## src/rtl/stream_pkg.sv

```systemverilog
// Shared types and defaults for the stream sink blocks.
package stream_pkg;

  typedef enum logic {
    IDLE = 1'b0,
    PROC = 1'b1
  } state_t;

  localparam int DEF_DATA_W      = 8;
  localparam int DEF_DEPTH       = 4;
  localparam int DEF_PROC_CYCLES = 4;
  localparam int DEF_LEN_W       = 8;
  localparam int PKT_CNT_W       = 16;

  // Counter width that stays at least one bit wide for a modulus of 1.
  function automatic int clog2_min1(input int n);
    return (n > 1) ? $clog2(n) : 1;
  endfunction

endpackage

```

## src/rtl/stream_sync_fifo.sv

```systemverilog
// Single-clock FIFO with occupancy count; head word is visible on rdata.
module stream_sync_fifo
  import stream_pkg::*;
#(
  parameter int WIDTH = 9,
  parameter int DEPTH = 4
) (
  input  logic                     clk,
  input  logic                     rst,
  input  logic                     push,
  input  logic [WIDTH-1:0]         wdata,
  input  logic                     pop,
  output logic [WIDTH-1:0]         rdata,
  output logic                     full,
  output logic                     empty,
  output logic [$clog2(DEPTH):0]   count
);

  localparam int AW = clog2_min1(DEPTH);

  logic [WIDTH-1:0] mem [DEPTH];
  logic [AW-1:0]    wr_ptr;
  logic [AW-1:0]    rd_ptr;
  logic [AW:0]      cnt_q;
  logic             push_ok;
  logic             pop_ok;

  assign full    = (cnt_q == (AW+1)'(DEPTH));
  assign empty   = (cnt_q == '0);
  assign count   = cnt_q;
  assign rdata   = mem[rd_ptr];
  assign push_ok = push && !full;
  assign pop_ok  = pop && !empty;

  // Storage array; contents are don't-care until written, so no reset.
  always_ff @(posedge clk) begin
    if (push_ok) mem[wr_ptr] <= wdata;
  end

  // Pointer and occupancy bookkeeping; DEPTH is a power of two so pointers wrap naturally.
  always_ff @(posedge clk) begin
    if (rst) begin
      wr_ptr <= '0;
      rd_ptr <= '0;
      cnt_q  <= '0;
    end else begin
      if (push_ok) wr_ptr <= wr_ptr + 1'b1;
      if (pop_ok)  rd_ptr <= rd_ptr + 1'b1;
      case ({push_ok, pop_ok})
        2'b10:   cnt_q <= cnt_q + 1'b1;
        2'b01:   cnt_q <= cnt_q - 1'b1;
        default: cnt_q <= cnt_q;
      endcase
    end
  end

endmodule

```

## src/rtl/stream_packet_sink.sv

```systemverilog
// Stream sink: buffers beats in a FIFO and drains one beat every PROC_CYCLES,
// reporting per-packet beat count and a running packet total.
//
// state | meaning
// IDLE  | FIFO was empty last cycle; waiting for a buffered beat
// PROC  | processing the head beat; pops it when cnt reaches PROC_CYCLES-1
module stream_packet_sink
  import stream_pkg::*;
#(
  parameter int DATA_W      = DEF_DATA_W,
  parameter int DEPTH       = DEF_DEPTH,
  parameter int PROC_CYCLES = DEF_PROC_CYCLES,
  parameter int LEN_W       = DEF_LEN_W
) (
  input  logic                     clk,
  input  logic                     rst,
  input  logic [DATA_W-1:0]        tdata,
  input  logic                     tvalid,
  input  logic                     tlast,
  output logic                     tready,
  output logic [DATA_W-1:0]        data_out,
  output logic                     data_valid,
  output logic                     done,
  output logic [LEN_W-1:0]         pkt_len,
  output logic [PKT_CNT_W-1:0]     pkt_count,
  output logic [$clog2(DEPTH):0]   fill
);

  localparam int FW = $clog2(DEPTH) + 1;
  localparam int CW = clog2_min1(PROC_CYCLES);
  localparam logic [LEN_W-1:0] LEN_MAX = '1;

  state_t            state;
  logic [CW-1:0]     cnt;
  logic [LEN_W-1:0]  beat_cnt;
  logic              push;
  logic              pop_fire;
  logic              fifo_full;
  logic              fifo_empty;
  logic [DATA_W:0]   head;
  logic [FW-1:0]     fill_q;
  logic              stay_busy;

  assign tready    = !fifo_full;
  assign push      = tvalid && tready;
  assign pop_fire  = (state == PROC) && (cnt == CW'(PROC_CYCLES - 1));
  // Remaining occupancy after this pop, counting a beat written on the same edge.
  assign stay_busy = (fill_q > FW'(1)) || push;
  assign fill      = fill_q;

  stream_sync_fifo #(
    .WIDTH (DATA_W + 1),
    .DEPTH (DEPTH)
  ) u_fifo (
    .clk   (clk),
    .rst   (rst),
    .push  (push),
    .wdata ({tdata, tlast}),
    .pop   (pop_fire),
    .rdata (head),
    .full  (fifo_full),
    .empty (fifo_empty),
    .count (fill_q)
  );

  // Sequencer, processing timer, packet counters and registered outputs.
  always_ff @(posedge clk) begin
    if (rst) begin
      state      <= IDLE;
      cnt        <= '0;
      beat_cnt   <= '0;
      data_out   <= '0;
      data_valid <= 1'b0;
      done       <= 1'b0;
      pkt_len    <= '0;
      pkt_count  <= '0;
    end else begin
      data_valid <= 1'b0;
      done       <= 1'b0;
      case (state)
        IDLE: begin
          cnt <= '0;
          if (!fifo_empty) state <= PROC;
        end
        PROC: begin
          if (pop_fire) begin
            data_out   <= head[DATA_W:1];
            data_valid <= 1'b1;
            if (head[0]) begin
              done      <= 1'b1;
              pkt_len   <= (beat_cnt == LEN_MAX) ? LEN_MAX : beat_cnt + 1'b1;
              beat_cnt  <= '0;
              pkt_count <= pkt_count + 1'b1;
            end else if (beat_cnt != LEN_MAX) begin
              beat_cnt <= beat_cnt + 1'b1;
            end
            cnt <= '0;
            if (!stay_busy) state <= IDLE;
          end else begin
            cnt <= cnt + 1'b1;
          end
        end
        default: begin
          state <= IDLE;
          cnt   <= '0;
        end
      endcase
    end
  end

endmodule
```

## config.mk

```make
export PLATFORM = sky130hd
export DESIGN_NAME = stream_packet_sink
export DESIGN_NICKNAME = d
export VERILOG_FILES = /design/src/rtl/stream_pkg.sv /design/src/rtl/stream_sync_fifo.sv /design/src/rtl/stream_packet_sink.sv
export SDC_FILE = /design/constraint.sdc
export NUM_CORES = 1
export LEC_CHECK = 0
export CAP_MARGIN = 20
export CORE_MARGIN = 2
export CORE_UTILIZATION = 54
export DETAILED_ROUTE_END_ITERATION = 16
export DONT_BUFFER_PORTS = 1
export PLACE_DENSITY = 0.69
export SLEW_MARGIN = 20
export SYNTH_ARGS = -nofsm -noshare
export SYNTH_HDL_FRONTEND = slang
export SYNTH_SLANG_ARGS = --single-unit
```

## constraint.sdc

```tcl
create_clock -name clk -period 2.7 [get_ports clk]
set_input_delay 0 -clock clk [delete_from_list [all_inputs] [get_ports clk]]
set_output_delay 0 -clock clk [all_outputs]
set_load 0.03 [all_outputs]
```

==> metrics.md, run 1 <==
| Metric | Value |
|---|---|
| Outcome | `finished, final reports clean` |
| CTS clock-pin slew for the worst setup and hold paths | `roughly 100 ps` |
| DIE AREA | `7650 sq um` |
| Placement Rows | `30` |
| ANT cells | `0` |
| Slowest cell on the critical path | `mux4_2` |
| Synth warnings | `0` |
| Clock Tree Root | `clkbuf_8` |
| Fill count | `between 500 and 600` |
| Detailed Place HPWL | `4.33 mm` |
| Post-CTS Setup Bufs | `0` |
| Final setup TNS | `0 ps` |
| Max FO, Critical Path | `16` |
| Primary FF master, synth | `dfxtp_1` |
| Post-CTS resize count | `0` |
| Hold Startpoint | `tvalid` |
| NumNets Final | `~360` |
| Max Slew Vio Count | `0` |
| Peak Freq | `just under 400 MHz` |
| RSZ-0062 raised after global routing | `false` |
| Vias after detailed routing | `2455` |
| Register area | `2160 sq um` |
| Delay-heaviest family, CP | `buffers and inverters` |
| Synth Area per Inst | `approximately 12 sq um` |
| Syn_nets | `348` |
| Core area | `6760 sq um` |
| Netlist cell types | `44` |
| CTS Buffer Depth | `2` |
| IR drop worst, VDD | `0.400 mV` |
| DRT iter0 DRCs | `83` |
| GRT Total Usage | `0.189` |
| CTS Buf Count | `9` |
| Clock skew | `11.1 ps` |
| Highest-count cells in the layout ignoring fill and taps | `54 x dfxtp_1, 36 x edfxtp_1, 32 x nor2_1, 29 x nand2_1, 24 x a21oi_1` |
| Hold WS | `95.6 ps` |
| Global-route wire length before repair | `11.0 mm` |
| Setup ws final | `185 ps` |
| Input/output buffers | `0` |
| Via density | `5.80` |
| Sequential-to-total area share from yosys stat | `0.575` |
| Critical Path Max Stage Delay | `~740 ps` |
| Hold path cells | `4` |
| # hold bufs at CTS | `13` |
| DRC Markers | `0` |
| Cell Area, Synth | `around 3800 sq um` |
| Ys async rst share | `0` |
| Largest net degree at the start of global routing | `55` |
| CP Cell Sequence | `buf_4 > mux4_2 > o31ai_4 > nand2_1 > a21oi_1 > dlygate4sd3_1` |
| CTS Sinks | `90` |
| Die outline height | `87.4 um` |
| Slew HR | `0.620` |
| Final hold violations | `0` |
| Period utilisation layout | `0.931` |
| GP Congestion | `about 0.81` |
| Nature of the critical path endpoint | `flop` |
| Initial Util | `0.556` |
| Die span in x | `87.4 um` |
| Most common cell after layout, fill and taps aside | `dfxtp_1` |
| Share of layout cells above drive strength 1 | `0.0787` |
| R2R Setup Slk | `190 ps` |
| DR WL/cell | `roughly 16 um` |
| R2r endpoint | `beat_cnt[5]$_SDFFE_PP0P_` |
| Depth of the most critical reg-to-reg path | `6` |
| Grt ovf | `0` |
| Least-Margin Pin Slew | `569 ps` |
| FF+latch count, synth | `90` |
| CTS tree | `yes` |
| Post-synth EDFFs | `36` |
| CP startpoint kind | `flop` |
| Multi-input logic area | `1500 sq um` |
| Post-DRT Antenna Nets | `0` |
| H-tree Lvls | `3` |
| I/O Pins | `50` |
| CP Buf/Inv Count | `2` |
| Vias in the first global route | `2335` |
| WS Path Type | `flop to flop` |
| Critical path arrival | `2830 ps` |
| Leakage | `approximately 1.4 nW` |
| Max cap viols | `0` |
| Pre-Repair DR Iteration Count | `4` |
| Clock Latency Late Sink | `~360 ps` |
| Post-Syn Instances | `324` |
| Layout overhead on the synthesized area | `10.8%` |
| WL final | `6.70 mm` |
| End of the worst hold path | `u_fifo.wr_ptr[0]$_SDFFE_PP0P_` |
| Hold crit path type | `primary input to flop` |
| Antenna violations before repair | `0` |
| Post-place setup slack | `504 ps` |
| Worst EP required | `3010 ps` |
| Power Density | `approximately 600 nW/um^2` |
| Tmin final | `2510 ps` |
| Setup-failing EPs final | `0` |
[kinds of logic (layout without fill, tap and decap cells)]
| family | count (synthesis) | count (layout) | share of synthesized area |
|---|---|---|---|
| muxes | 11 | 11 | 0.0672 |
| DFF | 90 | 90 | 0.575 |
| adders and majority gates | 12 | 12 | 0.0399 |
| AOI/OAI and AO/OA | 57 | 57 | 0.0968 |
| buffers and inverters | 22 | 41 | 0.0266 |
| xor gates and xnor gates | 15 | 15 | 0.0349 |
| and+or+nand+nor | 117 | 117 | 0.159 |
[registers in the layout, summed over array words and instances (netlist names), named ones only]
register	flops
u_fifo.count	3
data_valid	1
u_fifo.mem	36
data_out	8
pkt_count	16
u_fifo.rd_ptr	2
cnt	2
done	1
state	1
pkt_len	8
beat_cnt	8
u_fifo.wr_ptr	2
[through the flow]
stage | utilization | cells | cell area (sq um) | total power (W)
floorplan | - | 324 | 3760 | 0.00158
detailed placement | 0.566 | 394 | 3820 | 0.00159
global route | 0.617 | 423 | 4170 | 0.00261
global placement | 0.566 | 394 | 3820 | 0.00159
CTS | 0.617 | 423 | 4170 | 0.00254
finish | 0.617 | 423 | 4170 | 0.00251
[per-layer routing]
metal	vias to the layer above	share of wire	track usage
met5	-	0	0
met4	0	0.019	0.0881
met3	12	0.039	0.0464
met2	39	0.50	0.317
met1	1179	0.44	0.228
li1	1225	-	-
[worst max path at each step]
stage,to,depth (start not counted)
after floorplan,u_fifo.count[2]$_SDFFE_PP0P_,7
after global placement,u_fifo.count[2]$_SDFFE_PP0P_,8
after detailed placement,u_fifo.count[2]$_SDFFE_PP0P_,8
after CTS,beat_cnt[5]$_SDFFE_PP0P_,6
after global routing,beat_cnt[5]$_SDFFE_PP0P_,6
final,beat_cnt[5]$_SDFFE_PP0P_,6
[where the power goes]
part	total (W)	switching, W	internal (W)
combinational	0.000126	0.0000760	0.0000498
sequential	0.00147	0.0000181	0.00145
clock	0.000917	0.000546	0.000371
[cells in the mapped netlist (all sizes together), types with 3 or more instances]
cell / n / area, sq um
o22ai: 5 / 31.3
nor3: 4 / 20.0
nand3: 9 / 45.0
a211oi: 3 / 35.0
nand2b: 3 / 18.8
edfxtp: 36 / 1080
nand4: 10 / 77.6
o21ai: 11 / 55.1
and3: 3 / 18.8
and2: 10 / 63.8
or3: 7 / 43.8
xor2: 10 / 87.6
ha: 12 / 150
dfxtp: 54 / 1080
a21oi: 24 / 120
clkbuf: 12 / 46.3
nor2: 32 / 120
buf: 3 / 27.5
mux4: 9 / 233
xnor2: 5 / 43.8
inv: 7 / 26.3
or4: 3 / 22.5
and4: 4 / 35.0
nand2: 29 / 109
[tightest hold or removal path: cells and delay by family]
| kind | cells | cell delay [ps] |
|---|---|---|
| xor gates and xnor gates | 1 | 60 |
| and+or+nand+nor | 1 | 70 |
| AOI/OAI and AO/OA | 1 | 130 |
| buffers and inverters | 1 | 150 |
[layout make-up]
| cell class | instances | area share |
|---|---|---|
| Timing Repair Buffer | 18 | 0.0426 |
| Inverter | 7 | 0.00631 |
| Multi-Input combinational cell | 212 | 0.359 |
| Tap cell | 80 | 0.0240 |
| Clock buffer | 9 | 0.0297 |
| Clock inverter | 7 | 0.0189 |
| Sequential cell | 90 | 0.519 |
(Power assumes the default switching activity.)
==> run 2, diff against run 1 <==
--- a/config.mk
+++ b/config.mk
@@ -7,10 +7,10 @@
 export LEC_CHECK = 0
 export CAP_MARGIN = 20
 export CORE_MARGIN = 2
-export CORE_UTILIZATION = 54
+export CORE_UTILIZATION = 62
 export DETAILED_ROUTE_END_ITERATION = 16
 export DONT_BUFFER_PORTS = 1
-export PLACE_DENSITY = 0.69
+export PLACE_DENSITY = 0.78
 export SLEW_MARGIN = 20
 export SYNTH_ARGS = -nofsm -noshare
 export SYNTH_HDL_FRONTEND = slang
==> metrics.md, run 2 (synthesis results as in run 1) <==
| Metric | Value |
|---|---|
| Outcome | `finished, final reports clean (unchanged)` |
| Setup-failing EPs final | `0 (unchanged)` |
| Share of layout cells above drive strength 1 | `0.0814 (was 0.0787)` |
| DR WL/cell | `16.3 um (was 15.8 um)` |
| Antenna violations before repair | `0 (unchanged)` |
| Post-CTS resize count | `0 (unchanged)` |
| CTS Buffer Depth | `2 (unchanged)` |
| Pre-Repair DR Iteration Count | `4 (unchanged)` |
| Max Slew Vio Count | `0 (unchanged)` |
| Multi-input logic area | `1500 sq um (unchanged)` |
| Post-DRT Antenna Nets | `0 (unchanged)` |
| Tmin final | `2450 ps (was 2510 ps)` |
| WS Path Type | `flop to flop (unchanged)` |
| Largest net degree at the start of global routing | `55 (unchanged)` |
| Layout overhead on the synthesized area | `11.6% (was 10.8%)` |
| Period utilisation layout | `0.908 (was 0.931)` |
| DIE AREA | `6700 sq um (was 7650 sq um)` |
| Leakage | `1.46 nW (was 1.44 nW)` |
| DRC Markers | `0 (unchanged)` |
| RSZ-0062 raised after global routing | `false (unchanged)` |
| Slowest cell on the critical path | `dlygate4sd3_1 (was mux4_2)` |
| Critical Path Sink | `beat_cnt[7]$_SDFFE_PP0P_ (was beat_cnt[5]$_SDFFE_PP0P_)` |
| Uppermost routed layer | `met4 (unchanged)` |
| Critical path depth | `5 (was 6)` |
| Peak Freq | `408 MHz (was 398 MHz)` |
| Routed met2 length | `3.54 mm (was 3.33 mm)` |
| CP Buf/Inv Count | `1 (was 2)` |
| CTS clock-pin slew for the worst setup and hold paths | `90 ps (was 100 ps)` |
| Largest registers | `u_fifo.mem (36), pkt_count (16) (unchanged)` |
| ANT cells | `0 (unchanged)` |
| Vias after detailed routing | `2495 (was 2455)` |
| Max FFs per register | `36 (unchanged)` |
| Slew HR | `0.636 (was 0.620)` |
| Setup ws final | `249 ps (was 185 ps)` |
| CP Cell Sequence | `mux4_2 > a211oi_4 > o21ai_0 > a21oi_1 > dlygate4sd3_1 (was buf_4 > mux4_2 > o31ai_4 > nand2_1 > a21oi_1 > dlygate4sd3_1)` |
| H-tree Lvls | `3 (unchanged)` |
| Most common cell after layout, fill and taps aside | `dfxtp_1 (unchanged)` |
| Least-Margin Pin Slew | `546 ps (was 569 ps)` |
| Core area | `5890 sq um (was 6760 sq um)` |
| Hold WS | `117 ps (was 95.6 ps)` |
| Nature of the critical path endpoint | `flop (unchanged)` |
| Final setup TNS | `0 ps (unchanged)` |
| Clock skew | `13.1 ps (was 11.1 ps)` |
| Highest-count cells in the layout ignoring fill and taps | `54 x dfxtp_1, 36 x edfxtp_1, 32 x nor2_1, 29 x nand2_1, 24 x a21oi_1 (unchanged)` |
| Clock Latency Late Sink | `350 ps (was 360 ps)` |
| Vias in the first global route | `2342 (was 2335)` |
| Critical Path Max Stage Delay | `570 ps (was 740 ps)` |
| Reg with most FFs | `u_fifo.mem (unchanged)` |
| IR drop worst, VDD | `0.438 mV (was 0.400 mV)` |
| Fill count | `414 (was 539)` |
| CTS Sinks | `90 (unchanged)` |
| Final Util | `0.713 (was 0.617)` |
| GRT Total Usage | `0.219 (was 0.189)` |
| I/O Pins | `50 (unchanged)` |
| Clock Tree Root | `clkbuf_8 (unchanged)` |
| Placement Rows | `28 (was 30)` |
| Power Density | `627 nW/um^2 (was 602 nW/um^2)` |
| CP startpoint kind | `flop (unchanged)` |
| DRT iter0 DRCs | `131 (was 83)` |
| Input/output buffers | `0 (unchanged)` |
| Critical path arrival | `2750 ps (was 2830 ps)` |
| R2r endpoint | `beat_cnt[7]$_SDFFE_PP0P_ (was beat_cnt[5]$_SDFFE_PP0P_)` |
| CTS Buf Count | `9 (unchanged)` |
| NumNets Final | `363 (was 362)` |
| GP Congestion | `0.844 (was 0.806)` |
| Via density | `5.95 (was 5.80)` |
| Global-route wire length before repair | `10.9 mm (was 11.0 mm)` |
| Die span in x | `81.9 um (was 87.4 um)` |
| Met1 WL | `2.94 mm (was 2.98 mm)` |
| Hold crit path type | `primary input to flop (unchanged)` |
| Final hold violations | `0 (unchanged)` |
| Detailed Place HPWL | `4.37 mm (was 4.33 mm)` |
| CTS tree | `yes (unchanged)` |
| Post-place setup slack | `474 ps (was 504 ps)` |
| Register area | `2160 sq um (unchanged)` |
| Worst EP required | `3000 ps (was 3010 ps)` |
| Max cap viols | `0 (unchanged)` |
| R2R Setup Slk | `250 ps (was 190 ps)` |
| Met3 wire len | `264 um (was 259 um)` |
| Delay-heaviest family, CP | `compound AO/OA/AOI/OAI gates (was buffers and inverters)` |
| Total Power | `0.00263 W (was 0.00251 W)` |
| Die outline height | `81.9 um (was 87.4 um)` |
| Initial Util | `0.639 (was 0.556)` |
| Depth of the most critical reg-to-reg path | `5 (was 6)` |
| WL final | `6.82 mm (was 6.70 mm)` |
| Grt ovf | `0 (unchanged)` |
| Max FO, Critical Path | `16 (unchanged)` |
## run 2: area by class of cell
class,count,share of cell area
multi-input cells,212,0.357
clock inverters,7,0.0254
clock buffers,9,0.0295
repair buffers,19,0.0441
flip-flops and latches,90,0.515
inverters,7,0.00626
well taps,75,0.0224
## run 2: where the power goes
part | switching (W) | internal, W | total (W)
logic | 0.0000763 | 0.0000502 | 0.000126
registers | 0.0000184 | 0.00145 | 0.00147
clock network | 0.000498 | 0.000538 | 0.00104
## run 2: worst min-delay path by stage
stage                       from                            end  cells after the start
after detailed placement     rst   u_fifo.count[2]$_SDFFE_PP0P_                      1
after global placement       rst   u_fifo.count[2]$_SDFFE_PP0P_                      1
after floorplan            tlast     u_fifo.mem[0][0]$_DFFE_PP_                      0
after global routing      tvalid  u_fifo.wr_ptr[0]$_SDFFE_PP0P_                      4
after CTS                 tvalid  u_fifo.wr_ptr[0]$_SDFFE_PP0P_                      4
final                     tvalid  u_fifo.wr_ptr[0]$_SDFFE_PP0P_                      4
## run 2: per-stage QoR
step,instance area [sq um],cells
2_1_floorplan,3760,324
3_3_place_gp,3820,390
3_5_place_dp,3820,390
4_1_cts,4200,419
5_1_grt,4200,419
6_report,4200,419
## run 2: worst register-to-register path, cell delays in order, from the launching register on
cell and delay, ps:
dfxtp_1 540, mux4_2 560, a211oi_4 360, o21ai_0 190
a21oi_1 170, dlygate4sd3_1 570
## run 2: repair_timing
item                                   CTS  global route
endpoints found under the hold margin   90             0
hold buffers                            13             0
setup buffers                            0             0
## run 2: layer usage
layer / up-vias / GRT usage
met3: 7 / 0.0615
met5: - / 0
li1: 1222 / -
met1: 1223 / 0.260
met4: 0 / 0.0783
met2: 43 / 0.380
